## src/rtl/dsbpm_turn_marker_gen_if.sv

```systemverilog
// -----------------------------------------------------------------------------
// dsbpm_turn_marker_gen_if
//
// Bundles the sample strobe, EVR sync controls, requested geometry and the
// marker/status outputs of the DSBPM turn-marker generator.
//
//   master : drives sampleValid, evrSync, syncEnable and the requested
//            geometry; observes markers, turnIndex, synced, syncErrCount.
//   slave  : the generator side (the mirror image of master).
//
// The width parameters must match those of the generator instance that
// binds to the slave modport.
// -----------------------------------------------------------------------------
interface dsbpm_turn_marker_gen_if #(
    parameter int SPT_WIDTH = 8,
    parameter int TPT_WIDTH = 6,
    parameter int FA_WIDTH  = 8,
    parameter int SA_WIDTH  = 12,
    parameter int ERR_WIDTH = 16
);
    // Sample strobe and sync controls
    logic                  sampleValid;
    logic                  evrSync;
    logic                  syncEnable;

    // Requested geometry (only becomes active at an SA end or honoured sync)
    logic [SPT_WIDTH-1:0]  samplesPerTurn;
    logic [TPT_WIDTH-1:0]  turnsPerPt;
    logic [FA_WIDTH-1:0]   faDecimate;
    logic [SA_WIDTH-1:0]   saDecimate;

    // Markers and status
    logic                  turnMarker;
    logic                  ptMarker;
    logic                  faMarker;
    logic                  saMarker;
    logic [TPT_WIDTH-1:0]  turnIndex;
    logic                  synced;
    logic [ERR_WIDTH-1:0]  syncErrCount;

    modport master (
        output sampleValid, evrSync, syncEnable,
        output samplesPerTurn, turnsPerPt, faDecimate, saDecimate,
        input  turnMarker, ptMarker, faMarker, saMarker,
        input  turnIndex, synced, syncErrCount
    );

    modport slave (
        input  sampleValid, evrSync, syncEnable,
        input  samplesPerTurn, turnsPerPt, faDecimate, saDecimate,
        output turnMarker, ptMarker, faMarker, saMarker,
        output turnIndex, synced, syncErrCount
    );
endinterface

```

## src/rtl/dsbpm_turn_marker_gen.sv

```systemverilog
// -----------------------------------------------------------------------------
// dsbpm_turn_marker_gen
//
// Timing generator for the DSBPM signal chain. Counts ADC sample strobes and
// emits single-cycle markers on the last sample of each turn, pilot-tone
// cycle, FA period and SA period. An EVR sync event realigns the counters so
// that the next valid sample is SA sample 0; syncs that arrive off-phase
// (while already synced) are counted in a saturating error counter.
//
// Ports:
//   clk  : ADC-domain clock
//   rst  : asynchronous, active-high reset
//   bus  : slave side of dsbpm_turn_marker_gen_if
//          in  sampleValid, evrSync, syncEnable,
//              samplesPerTurn, turnsPerPt, faDecimate, saDecimate
//          out turnMarker, ptMarker, faMarker, saMarker,
//              turnIndex, synced, syncErrCount
//
// All outputs are registered; markers appear one clock after the cycle that
// presented the final sample of their period.
// -----------------------------------------------------------------------------
module dsbpm_turn_marker_gen #(
    parameter int SPT_WIDTH   = 8,
    parameter int TPT_WIDTH   = 6,
    parameter int FA_WIDTH    = 8,
    parameter int SA_WIDTH    = 12,
    parameter int ERR_WIDTH   = 16,
    parameter int DEFAULT_SPT = 77,
    parameter int DEFAULT_TPT = 19,
    parameter int DEFAULT_FA  = 76,
    parameter int DEFAULT_SA  = 1000
) (
    input  logic                    clk,
    input  logic                    rst,
    dsbpm_turn_marker_gen_if.slave  bus
);

    localparam logic [SPT_WIDTH-1:0] DEF_SPT = SPT_WIDTH'(DEFAULT_SPT);
    localparam logic [TPT_WIDTH-1:0] DEF_TPT = TPT_WIDTH'(DEFAULT_TPT);
    localparam logic [FA_WIDTH-1:0]  DEF_FA  = FA_WIDTH'(DEFAULT_FA);
    localparam logic [SA_WIDTH-1:0]  DEF_SA  = SA_WIDTH'(DEFAULT_SA);
    localparam logic [ERR_WIDTH-1:0] ERR_MAX = {ERR_WIDTH{1'b1}};

    // -------------------------------------------------------------------------
    // State
    // -------------------------------------------------------------------------
    // Active geometry
    logic [SPT_WIDTH-1:0]  spt_reg;
    logic [TPT_WIDTH-1:0]  tpt_reg;
    logic [FA_WIDTH-1:0]   fa_reg;
    logic [SA_WIDTH-1:0]   sa_reg;

    // Position counters
    logic [SPT_WIDTH-1:0]  sample_cnt_reg, sample_cnt_next;
    logic [TPT_WIDTH-1:0]  turn_cnt_reg,   turn_cnt_next;
    logic [FA_WIDTH-1:0]   fa_cnt_reg,     fa_cnt_next;
    logic [SA_WIDTH-1:0]   sa_cnt_reg,     sa_cnt_next;

    // Registered outputs
    logic                  turn_marker_reg;
    logic                  pt_marker_reg;
    logic                  fa_marker_reg;
    logic                  sa_marker_reg;
    logic [TPT_WIDTH-1:0]  turn_index_reg;
    logic                  synced_reg;
    logic [ERR_WIDTH-1:0]  sync_err_cnt_reg;

    // -------------------------------------------------------------------------
    // Requested geometry, clamped to the smallest meaningful values
    // -------------------------------------------------------------------------
    logic [SPT_WIDTH-1:0]  spt_req;
    logic [TPT_WIDTH-1:0]  tpt_req;
    logic [FA_WIDTH-1:0]   fa_req;
    logic [SA_WIDTH-1:0]   sa_req;

    always_comb begin
        spt_req = (bus.samplesPerTurn < SPT_WIDTH'(2)) ? SPT_WIDTH'(2) : bus.samplesPerTurn;
        tpt_req = (bus.turnsPerPt == '0) ? TPT_WIDTH'(1) : bus.turnsPerPt;
        fa_req  = (bus.faDecimate == '0) ? FA_WIDTH'(1)  : bus.faDecimate;
        sa_req  = (bus.saDecimate == '0) ? SA_WIDTH'(1)  : bus.saDecimate;
    end

    // -------------------------------------------------------------------------
    // Period boundaries for the sample presented this cycle
    // -------------------------------------------------------------------------
    logic turn_end;
    logic pt_wrap;
    logic fa_wrap;
    logic sa_wrap;
    logic pt_end;
    logic fa_end;
    logic sa_end;

    always_comb begin
        turn_end = (sample_cnt_reg == spt_reg - SPT_WIDTH'(1));
        pt_wrap  = (turn_cnt_reg   == tpt_reg - TPT_WIDTH'(1));
        fa_wrap  = (fa_cnt_reg     == fa_reg  - FA_WIDTH'(1));
        sa_wrap  = (sa_cnt_reg     == sa_reg  - SA_WIDTH'(1));
        pt_end   = turn_end & pt_wrap;
        fa_end   = turn_end & fa_wrap;
        sa_end   = fa_end & sa_wrap;
    end

    // -------------------------------------------------------------------------
    // Counter update and sync phase evaluation
    // -------------------------------------------------------------------------
    logic honoured;     // evrSync that is acted upon this cycle
    logic post_zero;    // normal update would land on SA sample 0
    logic off_phase;    // honoured sync that disagrees with our phase
    logic emit;         // this cycle's sample produces markers
    logic cfg_load;     // load the requested geometry this cycle

    always_comb begin
        sample_cnt_next = sample_cnt_reg;
        turn_cnt_next   = turn_cnt_reg;
        fa_cnt_next     = fa_cnt_reg;
        sa_cnt_next     = sa_cnt_reg;

        if (bus.sampleValid) begin
            if (turn_end) begin
                sample_cnt_next = '0;
                turn_cnt_next   = pt_wrap ? '0 : turn_cnt_reg + TPT_WIDTH'(1);
                fa_cnt_next     = fa_wrap ? '0 : fa_cnt_reg + FA_WIDTH'(1);
                if (fa_wrap) begin
                    sa_cnt_next = sa_wrap ? '0 : sa_cnt_reg + SA_WIDTH'(1);
                end
            end else begin
                sample_cnt_next = sample_cnt_reg + SPT_WIDTH'(1);
            end
        end

        honoured  = bus.evrSync & bus.syncEnable;
        // In-phase means the normal update (including a concurrent sample)
        // already sits on SA sample 0, so nothing needs to be forced.
        post_zero = (sample_cnt_next == '0) && (turn_cnt_next == '0) &&
                    (fa_cnt_next == '0) && (sa_cnt_next == '0);
        off_phase = honoured & ~post_zero;

        if (off_phase) begin
            sample_cnt_next = '0;
            turn_cnt_next   = '0;
            fa_cnt_next     = '0;
            sa_cnt_next     = '0;
        end

        // An off-phase sync discards the concurrent sample's markers.
        emit     = bus.sampleValid & ~off_phase;
        // Geometry only changes where every counter restarts at zero, so the
        // counters can never sit beyond a newly shortened period.
        cfg_load = honoured | (emit & sa_end);
    end

    // -------------------------------------------------------------------------
    // Registers
    // -------------------------------------------------------------------------
    always_ff @(posedge clk or posedge rst) begin
        if (rst) begin
            spt_reg          <= DEF_SPT;
            tpt_reg          <= DEF_TPT;
            fa_reg           <= DEF_FA;
            sa_reg           <= DEF_SA;
            sample_cnt_reg   <= '0;
            turn_cnt_reg     <= '0;
            fa_cnt_reg       <= '0;
            sa_cnt_reg       <= '0;
            turn_marker_reg  <= 1'b0;
            pt_marker_reg    <= 1'b0;
            fa_marker_reg    <= 1'b0;
            sa_marker_reg    <= 1'b0;
            turn_index_reg   <= '0;
            synced_reg       <= 1'b0;
            sync_err_cnt_reg <= '0;
        end else begin
            if (cfg_load) begin
                spt_reg <= spt_req;
                tpt_reg <= tpt_req;
                fa_reg  <= fa_req;
                sa_reg  <= sa_req;
            end

            sample_cnt_reg <= sample_cnt_next;
            turn_cnt_reg   <= turn_cnt_next;
            fa_cnt_reg     <= fa_cnt_next;
            sa_cnt_reg     <= sa_cnt_next;

            turn_marker_reg <= emit & turn_end;
            pt_marker_reg   <= emit & pt_end;
            fa_marker_reg   <= emit & fa_end;
            sa_marker_reg   <= emit & sa_end;
            turn_index_reg  <= turn_cnt_next;

            if (honoured) begin
                synced_reg <= 1'b1;
            end

            // The very first alignment after reset is not an error.
            if (off_phase && synced_reg && (sync_err_cnt_reg != ERR_MAX)) begin
                sync_err_cnt_reg <= sync_err_cnt_reg + ERR_WIDTH'(1);
            end
        end
    end

    // -------------------------------------------------------------------------
    // Outputs
    // -------------------------------------------------------------------------
    assign bus.turnMarker   = turn_marker_reg;
    assign bus.ptMarker     = pt_marker_reg;
    assign bus.faMarker     = fa_marker_reg;
    assign bus.saMarker     = sa_marker_reg;
    assign bus.turnIndex    = turn_index_reg;
    assign bus.synced       = synced_reg;
    assign bus.syncErrCount = sync_err_cnt_reg;

endmodule

```

## src/flat_wrapper.sv

```systemverilog
// flat-port wrapper written by rule: the top's interface ports become plain ports
module dsbpm_turn_marker_gen_flat 
#(
    parameter int SPT_WIDTH   = 8,
    parameter int TPT_WIDTH   = 6,
    parameter int FA_WIDTH    = 8,
    parameter int SA_WIDTH    = 12,
    parameter int ERR_WIDTH   = 16,
    parameter int DEFAULT_SPT = 77,
    parameter int DEFAULT_TPT = 19,
    parameter int DEFAULT_FA  = 76,
    parameter int DEFAULT_SA  = 1000
)
  (clk, rst, bus_sampleValid, bus_evrSync, bus_syncEnable, bus_samplesPerTurn, bus_turnsPerPt, bus_faDecimate, bus_saDecimate, bus_turnMarker, bus_ptMarker, bus_faMarker, bus_saMarker, bus_turnIndex, bus_synced, bus_syncErrCount);
  dsbpm_turn_marker_gen_if #(.SPT_WIDTH(SPT_WIDTH), .TPT_WIDTH(TPT_WIDTH), .FA_WIDTH(FA_WIDTH), .SA_WIDTH(SA_WIDTH), .ERR_WIDTH(ERR_WIDTH)) bus_i ();
  input  logic clk;
  input  logic rst;
  input wire logic [$bits(bus_i.sampleValid)-1:0] bus_sampleValid;
  input wire logic [$bits(bus_i.evrSync)-1:0] bus_evrSync;
  input wire logic [$bits(bus_i.syncEnable)-1:0] bus_syncEnable;
  input wire logic [$bits(bus_i.samplesPerTurn)-1:0] bus_samplesPerTurn;
  input wire logic [$bits(bus_i.turnsPerPt)-1:0] bus_turnsPerPt;
  input wire logic [$bits(bus_i.faDecimate)-1:0] bus_faDecimate;
  input wire logic [$bits(bus_i.saDecimate)-1:0] bus_saDecimate;
  output wire logic [$bits(bus_i.turnMarker)-1:0] bus_turnMarker;
  output wire logic [$bits(bus_i.ptMarker)-1:0] bus_ptMarker;
  output wire logic [$bits(bus_i.faMarker)-1:0] bus_faMarker;
  output wire logic [$bits(bus_i.saMarker)-1:0] bus_saMarker;
  output wire logic [$bits(bus_i.turnIndex)-1:0] bus_turnIndex;
  output wire logic [$bits(bus_i.synced)-1:0] bus_synced;
  output wire logic [$bits(bus_i.syncErrCount)-1:0] bus_syncErrCount;
  assign bus_i.sampleValid = bus_sampleValid;
  assign bus_i.evrSync = bus_evrSync;
  assign bus_i.syncEnable = bus_syncEnable;
  assign bus_i.samplesPerTurn = bus_samplesPerTurn;
  assign bus_i.turnsPerPt = bus_turnsPerPt;
  assign bus_i.faDecimate = bus_faDecimate;
  assign bus_i.saDecimate = bus_saDecimate;
  assign bus_turnMarker = bus_i.turnMarker;
  assign bus_ptMarker = bus_i.ptMarker;
  assign bus_faMarker = bus_i.faMarker;
  assign bus_saMarker = bus_i.saMarker;
  assign bus_turnIndex = bus_i.turnIndex;
  assign bus_synced = bus_i.synced;
  assign bus_syncErrCount = bus_i.syncErrCount;
  dsbpm_turn_marker_gen #(.SPT_WIDTH(SPT_WIDTH), .TPT_WIDTH(TPT_WIDTH), .FA_WIDTH(FA_WIDTH), .SA_WIDTH(SA_WIDTH), .ERR_WIDTH(ERR_WIDTH), .DEFAULT_SPT(DEFAULT_SPT), .DEFAULT_TPT(DEFAULT_TPT), .DEFAULT_FA(DEFAULT_FA), .DEFAULT_SA(DEFAULT_SA)) u_core (.clk(clk), .rst(rst), .bus(bus_i));
endmodule
```

## config.mk

```make
export PLATFORM = sky130hd
export DESIGN_NAME = dsbpm_turn_marker_gen_flat
export DESIGN_NICKNAME = d
export VERILOG_FILES = /design/src/rtl/dsbpm_turn_marker_gen_if.sv /design/src/rtl/dsbpm_turn_marker_gen.sv /design/src/flat_wrapper.sv
export SDC_FILE = /design/constraint.sdc
export NUM_CORES = 1
export LEC_CHECK = 0
export CAP_MARGIN = 10
export CORE_MARGIN = 5
export CORE_UTILIZATION = 51
export DETAILED_ROUTE_END_ITERATION = 8
export MAX_ROUTING_LAYER = met4
export PLACE_DENSITY = 0.87
export SYNTH_ARGS = -nofsm -noshare
export SYNTH_HDL_FRONTEND = slang
export SYNTH_SLANG_ARGS = --single-unit
```

## constraint.sdc

```tcl
create_clock -name clk -period 3.6 [get_ports clk]
set_clock_uncertainty 0.1 [all_clocks]
set_input_delay 0.36 -clock clk [delete_from_list [all_inputs] [get_ports clk]]
set_output_delay 0.36 -clock clk [all_outputs]
set_load 0.005 [all_outputs]
```

==> flow_summary.ini <==
[route]
drtAntennaViolNets = 0
wl_um = 15900
wl_per_cell_um = 17.9
dr.pass1.iters = 6
vias_per_cell = 6.11
drc = 0
drt-initial-drc-count = 516
vias = 5415

[synth]
yosysWarnings = 0
yosysUniqueCellTypes = 71
synthFlopType = dfrtp_1
netlist_area_mm2 = 0.00562
synth_top_area_share_pct = 32.5
synth.area.top_cells = dfrtp_1 (33%), dfstp_2 (7.5%), xnor2_1 (7.5%)
yosysSeqAreaShare_pct = 40.0
yosysTopAreaCell = dfrtp_1
ys_async_sr_fraction_pct = 100
netlist_instances = 608
synth-seq-cells = 89
synth_fp_nets = 656
syn-mean-instance-area_um2 = 9.24
synth_edf_count = 0

[timing]
tightest_slew_ps = 758
min_period_over_period_pct = 114
fin_ws_ps = -493
rsz0062_at_grt = true
setup_viol = 53
maxSlewHeadroom_pct = 48.2
drv_slew = 0
max_freq_mhz = 244
final_hold_viol_count = 0
period_minus_slack_ps = 4090

[clock_tree]
clock_path_buffers = 2
clock_sinks = 89
cts_buffers = 9
cts_root_buf = clkbuf_8
clk_pin_slew_worst_paths_ps = 90
clock_latency_ps = 370
cts_tree = built
cts_max_level = 3

[final_layout]
design_area_mm2 = 0.00739
largest_reg_flops = 16
drive_above_1_share_pct = 25.9
fin_nets = 789
seq_area_mm2 = 0.00225
fill_cells = 799
num_antenna_cells = 0
multiInputGateArea_mm2 = 0.00329
final_util_pct = 68.2
syn2layout_area_growth_pct = 31.6
instances_no_fill = 886

[grt]
grt_pass1_vias = 5531
antenna_found_initial = 0
grt_max_degree = 39
grt_pass1_wl_um = 26200
grtUsageTotal_pct = 25.1
overflow = 0

[critical_path]
end_kind = flip-flop
rr_endpoint = u_core.bus.syncErrCount[1]
path_class = flip-flop to flip-flop
r2r-start = u_core.fa_reg[2]
rr_worst_depth = 14
regToRegSetupSlack_ps = -490
crit_arrival_ps = 4250
required_ps = 3760
critPathLaunchType = flip-flop
crit_fanout = 5

[power_and_ir_drop]
p_leak_nw = 3.04
cellPowerDensity_mw_per_mm2 = 355
power_mw = 2.63
ir_drop_v = 0.000285

[placed_design]
dp_hpwl_um = 11300
port_buffers = 65
gp_congestion = 0.945
dp_cells = 860
placed_cell_area_mm2 = 0.00694

[outcome]
violations = setup timing
status = finished, violations left

[die]
dieArea_mm2 = 0.0132
core-area_mm2 = 0.0108
chipWidth_um = 115
core.rowCount = 38
io_pins = 66
die_y_um = 115
initial_core_util_pct = 51.8

[worst_hold_path]
hold_class = primary input to asynchronous set/reset pin

[run]
drv_cap = 0
-- cells in the final DEF (no fill, tap or decap), types with 11 or more instances in the layout --
cell and count:
o21ai_0 20, nor3_1 19, nand2_1 39, nor4_1 13, mux2_2 27, and3_1 18, xor2_1 23, xnor2_1 48
nor2_1 46, clkbuf_8 11, nand3_1 25, inv_1 19, dfstp_2 16, buf_4 80, a21oi_1 21, clkdlybuf4s50_1 65
nand4_1 17, dfrtp_1 73
-- per-layer routing --
| layer | global-route usage [%] | vias up | part of all wire (%) |
|---|---|---|---|
| met1 | 30.2 | 2596 | 39 |
| met2 | 42.5 | 290 | 51 |
| li1 | - | 2458 | - |
| met3 | 3.42 | 71 | 6.4 |
| met4 | 10.3 | 0 | 3.2 |
| met5 | - | - | 0 |
-- area by class of cell --
type / instances / share of cell area [%]
Clock inverter: 4 / 0.372
Clock buffer: 12 / 2.10
Inverter: 20 / 1.03
Timing Repair Buffer: 158 / 19.2
Tap cell: 140 / 2.37
Multi-Input combinational cell: 463 / 44.5
Sequential cell: 89 / 30.4
-- worst max-delay path by stage --
stage / startpoint / to / slack (ps)
finish: u_core.fa_reg[2] / u_core.bus.syncErrCount[1] / -490
global route: u_core.fa_reg[2] / u_core.bus.syncErrCount[1] / -560
CTS: u_core.fa_reg[2] / u_core.bus.ptMarker / -450
detailed placement: u_core.fa_reg[2] / u_core.bus.syncErrCount[1] / -480
global placement: u_core.fa_reg[2] / u_core.bus.syncErrCount[1] / -370
floorplan: u_core.fa_reg[2] / u_core.bus.syncErrCount[1] / -250
-- what timing repair did --
action                                 4_1_cts  5_1_grt
setup endpoints to repair                   60       75
hold buffers                                 0        0
endpoints found under the hold margin        0        0
gates resized for setup                     19       33
pin swaps                                   10       13
buffers inserted                             5        5
-- per-stage QoR --
stage / TNS (ps) / setup WS [ps] / hold WS, ps
after global routing: -21030 / -564 / 180
after detailed placement: -13650 / -483 / 388
after floorplan: -2410 / -252 / 369
final: -14050 / -493 / 137
after CTS: -12510 / -451 / 143
after global placement: -8670 / -367 / 379
-- synthesized netlist by cell type (20+ instances only) --
library cell / n
a21oi_1: 28
xnor2_1: 48
nor2_1: 57
nand2_1: 40
inv_1: 20
o21ai_0: 22
clkbuf_1: 28
dfrtp_1: 73
xor2_1: 23
mux2_2: 27
nand3_1: 25
-- logic make-up (layout without fill, tap and decap cells) --
logic type,after synthesis,after routing,share of synthesized area (%)
DFF,89,89,40.0
buffers and inverters,56,194,4.08
muxes,30,30,6.04
xor gates and xnor gates,71,71,11.1
and+or+nand+nor,247,247,23.7
adders and majority gates,9,9,2.00
AOI/OAI and AO/OA,106,106,13.1
-- power breakdown --
group	internal, mW	switching, mW	leakage, nW
logic	0.404	0.359	1.83
registers	1.11	0.0994	1.13
clock network	0.288	0.366	0.0846
total	1.80	0.825	3.04
-- worst max-delay path, stage by stage, from the launching register on --
cell and delay [ps]:
dfstp_2 380, or4_4 540, or3_1 320, a2111o_1 400
a2111oi_4 410, buf_4 210, nand2_2 120, buf_6 170
nor4b_2 220, a21oi_1 90, o2111a_1 190, a21oi_4 200
buf_12 140, and3_4 190, mux2_4 290
Power figures use the tool's default switching activity.
